## config.mk

```make
export PLATFORM = sky130hd
export DESIGN_NAME = aes256_key_sched_ctrl
export DESIGN_NICKNAME = d
export VERILOG_FILES = /design/src/rtl/aes256_key_sched_ctrl.sv
export SDC_FILE = /design/constraint.sdc
export NUM_CORES = 2
export LEC_CHECK = 0
export CAP_MARGIN = 40
export CORE_ASPECT_RATIO = 0.7
export CORE_MARGIN = 3
export CORE_UTILIZATION = 58
export DETAILED_ROUTE_END_ITERATION = 6
export PLACE_DENSITY = 0.85
export SLEW_MARGIN = 40
export SYNTH_ARGS = -nofsm -noshare
export SYNTH_HDL_FRONTEND = slang
export SYNTH_SLANG_ARGS = --single-unit
```

## constraint.sdc

```tcl
create_clock -name clk -period 39.2 [get_ports clk]
set_input_delay 11.76 -clock clk [delete_from_list [all_inputs] [get_ports clk]]
set_output_delay 11.76 -clock clk [all_outputs]
set_load 0.02 [all_outputs]
```

## src/rtl/aes256_key_sched_ctrl.sv

```systemverilog
// aes256_key_sched_ctrl
//   Sequencer for an external combinational AES-256 key-expansion stage. On an
//   accepted start it drives the expander through rc = 1..7, giving each step
//   EXP_LAT cycles to settle. It stores the original key plus the seven 256-bit
//   results in eight slots, then serves the 15 round keys through a registered
//   indexed read port.
//
// Ports
//   clk, rst_n        clock and synchronous active-low reset
//   start, key_in     schedule request and cipher key (taken only when idle)
//   exp_rc, exp_key   round-constant index and key word to the expander
//   exp_keyout        expander result
//   rk_idx, rk_out    round key index 0..14 and registered 128-bit round key
//   busy, done        schedule in progress / one-cycle completion pulse
//   keys_valid        storage holds a complete schedule
//
// Build option
//   KSCHED_ZEROIZE_EN adds a zeroize input that clears all state like reset
//   (rst_n > zeroize > start in priority). Without it only rst_n clears storage.
module aes256_key_sched_ctrl #(
  parameter int unsigned EXP_LAT   = 1,
  parameter int unsigned NUM_STEPS = 7
) (
  input  logic         clk,
  input  logic         rst_n,
`ifdef KSCHED_ZEROIZE_EN
  input  logic         zeroize,
`endif
  input  logic         start,
  input  logic [255:0] key_in,
  output logic [3:0]   exp_rc,
  output logic [255:0] exp_key,
  input  logic [255:0] exp_keyout,
  input  logic [3:0]   rk_idx,
  output logic [127:0] rk_out,
  output logic         busy,
  output logic         done,
  output logic         keys_valid
);

  localparam logic [3:0] LastWait = 4'(EXP_LAT - 1);
  localparam logic [3:0] LastStep = 4'(NUM_STEPS);

  typedef enum logic [0:0] {StIdle, StExpand} state_e;

  state_e       state;
  logic [3:0]   wait_cnt;
  logic [255:0] slots [0:7];
  logic         clear;
  logic         accept;
  logic         read_ok;

`ifdef KSCHED_ZEROIZE_EN
  assign clear = ~rst_n | zeroize;
`else
  assign clear = ~rst_n;
`endif

  assign accept  = (state == StIdle) && start;
  // A start accepted on this edge invalidates the stored schedule at once, so
  // the read launched on the same edge already returns zero.
  assign read_ok = keys_valid && !accept && (rk_idx != 4'd15);

  always_ff @(posedge clk) begin
    if (clear) begin
      state      <= StIdle;
      wait_cnt   <= 4'd0;
      exp_rc     <= 4'd0;
      exp_key    <= '0;
      rk_out     <= '0;
      busy       <= 1'b0;
      done       <= 1'b0;
      keys_valid <= 1'b0;
      for (int i = 0; i < 8; i++) begin
        slots[i] <= '0;
      end
    end else begin
      done <= 1'b0;

      // Slot i holds round keys 2i (upper half) and 2i+1 (lower half).
      if (read_ok) begin
        rk_out <= rk_idx[0] ? slots[rk_idx[3:1]][127:0] : slots[rk_idx[3:1]][255:128];
      end else begin
        rk_out <= '0;
      end

      unique case (state)
        StIdle: begin
          if (start) begin
            slots[0]   <= key_in;
            exp_key    <= key_in;
            exp_rc     <= 4'd1;
            busy       <= 1'b1;
            keys_valid <= 1'b0;
            wait_cnt   <= 4'd0;
            state      <= StExpand;
          end
        end
        StExpand: begin
          // exp_rc/exp_key stay constant while the expander settles.
          if (wait_cnt == LastWait) begin
            slots[exp_rc[2:0]] <= exp_keyout;
            exp_key            <= exp_keyout;
            wait_cnt           <= 4'd0;
            if (exp_rc == LastStep) begin
              busy       <= 1'b0;
              done       <= 1'b1;
              keys_valid <= 1'b1;
              exp_rc     <= 4'd0;
              state      <= StIdle;
            end else begin
              exp_rc <= exp_rc + 4'd1;
            end
          end else begin
            wait_cnt <= wait_cnt + 4'd1;
          end
        end
        default: state <= StIdle;
      endcase
    end
  end

endmodule

```

==> impl_metrics.csv, run 1 <==
group,metric,value,unit
die,dieWidth,518,um
synthesis,ys.warnings.count,0,
synthesis,synth_top_area_cell,"edfxtp_1",
clock_network,cts_root_buf,"clkbuf_16",
grt,grtUsageTotal,32.2,%
synthesis,syn_area,106000,sq um
clock_network,cts_resized,0,
clock_network,h-tree-depth,4,
die,rows,130,
synthesis,synth_fp_nets,7337,
synthesis,async_reset_ff_share,0,%
synthesis,yosys_register_bits,2444,
synthesis,synth_top_area_share,57.9,%
grt,grt_max_degree,143,
placement,routabilityCongestion,0.835,
synthesis,synth-edff-count,2048,
synthesis,synth_cell_types,41,
clock_network,cts_setup_buffers,0,
run_status,firstError,"Error: net1246 5 pin not visited #guides = 188",
grt,grt_pass1_vias,68100,
synthesis,synth_area_leaders,"edfxtp_1 58%, mux4_2 11%, and2_1 9.1%",
clock_network,cts_buffers,215,
grt,grt_overflow_total,0,
placement,port-buffer-count,909,
synthesis,syn-instance-count,6815,
die,ios,910,
clock_network,clock-sinks,2444,
die,fp.dieH,364,um
placement,dp.final_hpwl,180000,um
run_status,stop_stage,"5_2_route",
run_status,status,"aborted with a tool error",
synthesis,yosysSeqAreaShare,65.4,%
clock_network,ctsHoldBuffers,0,
synthesis,synth_ff_type,"edfxtp_1",
clock_network,clock_path_buffers,3,
grt,grt_pass1_wl,452000,um
die,initial_core_util,58.8,%
grt,antenna_found_initial,35,
synthesis,synth.avg_cell_area,15.6,sq um
[metrics by stage]
stage          setup slack [ns]  cell area (sq um)  util, %  hold WS, ns  cells
2_1_floorplan              7.86             106000        -        0.555   6815
4_1_cts                   23.57             125000     69.2        0.500  10100
3_3_place_gp              22.58             117000     64.8        0.479   9694
3_5_place_dp              22.62             118000     65.2        0.485   9714
5_1_grt                   23.63             125000     69.3        0.511  10100
[layer usage]
metal / global-route usage, %
met4: 14.8
met1: 42.9
met2: 51.8
met5: 0
met3: 6.50
[cell families after synthesis]
kind of cell             after synthesis  share of synthesized area [%]
flip-flops                          2444                           65.4
AND/OR/NAND/NOR                     2104                           11.8
multiplexers                         898                           14.5
AO/OA/AOI/OAI                        789                           6.14
buffers and inverters                576                           2.19
adder cells (fa/ha/maj)                3                         0.0353
XOR/XNOR                               1                        0.00825
[cells in the mapped netlist, drive strengths merged (138+ instances only)]
master	n
o211a	256
nand2	261
mux4	512
dfxtp	396
mux2i	384
buf	145
o21ai	138
a22o	256
edfxtp	2048
and3	257
clkbuf	429
and2	1538
==> run 2, diff against run 1 <==
--- a/config.mk
+++ b/config.mk
@@ -6,11 +6,10 @@
 export NUM_CORES = 2
 export LEC_CHECK = 0
 export CAP_MARGIN = 40
-export CORE_ASPECT_RATIO = 0.7
 export CORE_MARGIN = 3
-export CORE_UTILIZATION = 58
+export CORE_UTILIZATION = 40
 export DETAILED_ROUTE_END_ITERATION = 6
-export PLACE_DENSITY = 0.85
+export PLACE_DENSITY_LB_ADDON = 0.15
 export SLEW_MARGIN = 40
 export SYNTH_ARGS = -nofsm -noshare
 export SYNTH_HDL_FRONTEND = slang
==> run 2 against run 1 <==
  * The flow now finishes without violations
  * Synthesized cell count stayed put
  * Area after synthesis stayed put
  * Global-route usage is 8.3 points lower
==> impl_metrics.csv, run 2 <==
group,metric,value,unit
run_status,status,"finished clean",
die,dieWidth,521,um
job,cap_violations,0,
synthesis,yosys_register_bits,2444,
clock_network,ctsHoldBuffers,0,
clock_network,h-tree-depth,5,
clock_network,cts_setup_buffers,0,
setup_path,rr_endpoint,"slots[4][65]$_SDFFCE_PN0P_",
pwr,clkPwrFrac,41.9,%
setup_path,r2r_start,"wait_cnt[0]$_SDFFE_PN0P_",
grt,grt_pass1_vias,66300,
clock_network,clock-sinks,2444,
timing,setup_tns,0,ns
cells_and_area,multi_input_area,34600,sq um
synthesis,synth-edff-count,2048,
die,core,263000,sq um
clock_network,clkLatencyLatePin,0.93,ns
setup_path,worstSetupPathType,"in2reg",
synthesis,synth_ff_type,"edfxtp_1",
grt,grtUsageTotal,24.0,%
min_path,min_from,"busy$_SDFFE_PN0P_",
timing,finalMaxSlewViolations,0,
die,ios,910,
pwr,power_switching_share,23.2,%
pwr,powerDensity,47.8,nW/um^2
pwr,switchingPower,1.42,mW
die,initial_core_util,40.4,%
min_path,min_path_cells,2,
detailed_routing,drcViolationCount,0,
min_path,min_to,"busy$_SDFFE_PN0P_",
setup_path,crit_required,39.79,ns
placement,dp.cells,10800,
grt,grt_pass1_wl,479000,um
grt,antenna_found_initial,34,
setup_path,r2r_setup_slack,33.99,ns
synthesis,synthMuxAreaShare,14.5,%
grt,grt_max_degree,140,
timing,skew,0.0678,ns
cells_and_area,mostFrequentLayoutCell,"edfxtp_1",
clock_network,cts_root_buf,"clkbuf_16",
pwr,power.leakage,49.5,nW
synthesis,synth_cell_types,41,
min_path,hp-class,"reg2reg",
synthesis,syn-instance-count,6815,
die,rows,188,
setup_path,path_max_fanout,57,
cells_and_area,fill_cells,22300,
clock_network,clock_path_buffers,4,
detailed_routing,drt_iter0_markers,5329,
placement,routabilityCongestion,0.771,
clock_network,cts_resized,0,
timing,post-route-min-period,15.25,ns
pwr,peakVddDrop,0.0432,mV
pwr,internal_power,4.71,mW
synthesis,ys.warnings.count,0,
grt,grt_overflow_total,0,
pwr,pwr-share-seq,48.9,%
timing,rsz0062_at_grt,"false",
cells_and_area,area_delta_synth_final,20.8,%
setup_path,r2r_cells,10,
synthesis,syn_area,106000,sq um
detailed_routing,drtPass1Iterations,6,
cells_and_area,top_regs,"slots x2048, exp_key x256, rk_out x128",
placement,port-buffer-count,909,
cells_and_area,largest-register,"slots",
synthesis,netlist_top_cells_count,"2048 x edfxtp_1, 1538 x and2_1, 512 x mux4_2, 415 x clkbuf_1, 396 x dfxtp_1",
synthesis,synthSimpleGateAreaFrac,11.8,%
synthesis,synth.avg_cell_area,15.6,sq um
detailed_routing,dr_total_vias,63900,
setup_path,arrival,15.84,ns
cells_and_area,final_cell_mix,"2048 x edfxtp_1, 1537 x and2_1, 905 x clkdlybuf4s50_1",
timing,setup_viol,0,
die,fp.dieH,521,um
die,dieArea,272000,sq um
synthesis,synth_top_area_share,57.9,%
cells_and_area,ff_latch_area,69400,sq um
detailed_routing,wl,331000,um
clock_network,cts_tree,"built",
synthesis,post_synth_fa_ha_maj_area_fraction,0.0353,%
clock_network,clkTransAtPathRegs,0.06,ns
synthesis,synth_area_leaders,"edfxtp_1 58%, mux4_2 11%, and2_1 9.1%",
detailed_routing,post_drt_wl_per_cell,29.2,um
timing,period_share,38.9,%
synthesis,synth_fp_nets,7337,
clock_network,cts_buffers,288,
cells_and_area,stdcell_count,11300,
pwr,total_power,6.13,mW
synthesis,synth.most_common_cell,"edfxtp_1",
synthesis,synth_xor_area_share,0.00825,%
cells_and_area,drive_gt1_share,13.8,%
placement,dp.final_hpwl,194000,um
timing,max_clock_freq,65.6,MHz
synthesis,synth_top_area_cell,"edfxtp_1",
timing,slew-limit-headroom,39.1,%
cells_and_area,fin_nets,8111,
setup_path,cp-start-kind,"primary input",
detailed_routing,vias_per_cell,5.64,
synthesis,synth_top_family_by_area,"multiplexers",
pwr,p_comb_share,9.2,%
detailed_routing,postRouteAntennaNets,0,
synthesis,async_reset_ff_share,0,%
cells_and_area,largest_reg_flops,2048,
setup_path,endpoint_kind,"flop",
timing,hold_violations,0,
timing,worst_pin_slew,0.913,ns
synthesis,yosysSeqAreaShare,65.4,%
synthesis,synth-compound-area-share,6.14,%
-- run 2: cell counts after synthesis --
No cell type changed its count.
-- run 2: metrics by stage --
step	util [%]	cell area, sq um	hold WS (ns)	setup WS (ns)
5_1_grt	48.7	128000	0.512	23.83
6_report	48.7	128000	0.479	23.95
4_1_cts	48.7	128000	0.476	23.97
2_1_floorplan	-	106000	0.555	7.86
3_3_place_gp	45.1	119000	0.466	23.04
3_5_place_dp	45.3	119000	0.467	22.98
-- run 2: critical path: stages --
cell,delay (ns)
buf_8,0.26
nand4b_2,0.50
o21ai_4,0.73
buf_12,0.46
buf_16,0.33
buf_4,0.68
buf_4,0.50
buf_12,0.28
-- run 2: logic make-up (layout without fill, tap and decap cells) --
group           Yosys count  in the layout
flops                  2444           2444
simple gates           2104           2104
mux                     898            898
compound gates          789            789
buf+inv                 576           1563
fa+ha+maj                 3              3
xor+xnor                  1              1
other cells               0             13
-- run 2: how the worst max path moves through the flow --
stage | slack [ns] | start | to
after detailed placement | 22.98 | rst_n | slots[4][62]$_SDFFCE_PN0P_
after global routing | 23.83 | rst_n | slots[4][62]$_SDFFCE_PN0P_
after floorplan | 7.86 | rst_n | slots[7][0]$_SDFFCE_PN0P_
after global placement | 23.04 | rst_n | slots[4][62]$_SDFFCE_PN0P_
final | 23.95 | rst_n | slots[4][65]$_SDFFCE_PN0P_
after CTS | 23.97 | rst_n | slots[4][182]$_SDFFCE_PN0P_
-- run 2: power by group through the flow --
stage | Combinational [mW] | Clock, mW | Sequential [mW]
global route | 0.598 | 2.73 | 3.01
detailed placement | 0.567 | 0 | 3.05
CTS | 0.569 | 2.63 | 3.00
floorplan | 0.264 | 0 | 3.12
finish | 0.562 | 2.57 | 3.00
global placement | 0.560 | 0 | 3.05
-- run 2: layout make-up --
cell class	count	area share [%]
sequential	2444	54.1
multi-input combinational	3795	27.0
timing repair buffer	1058	8.51
clock buffer	400	6.25
tap	3515	3.43
clock inverter	103	0.676
antenna	13	0.0254
inverter	2	0.00585
-- run 2: per-layer routing --
layer	wire [um]	vias up	part of all wire (%)	global-route usage (%)
met4	8550	14	2.6	6.17
met2	159000	2404	48	39.2
met5	89	-	0.027	0
met1	139000	33500	42	32.5
met3	25100	453	7.6	5.20
li1	-	27600	-	-
Note: power is estimated with default switching activity, not from simulation.
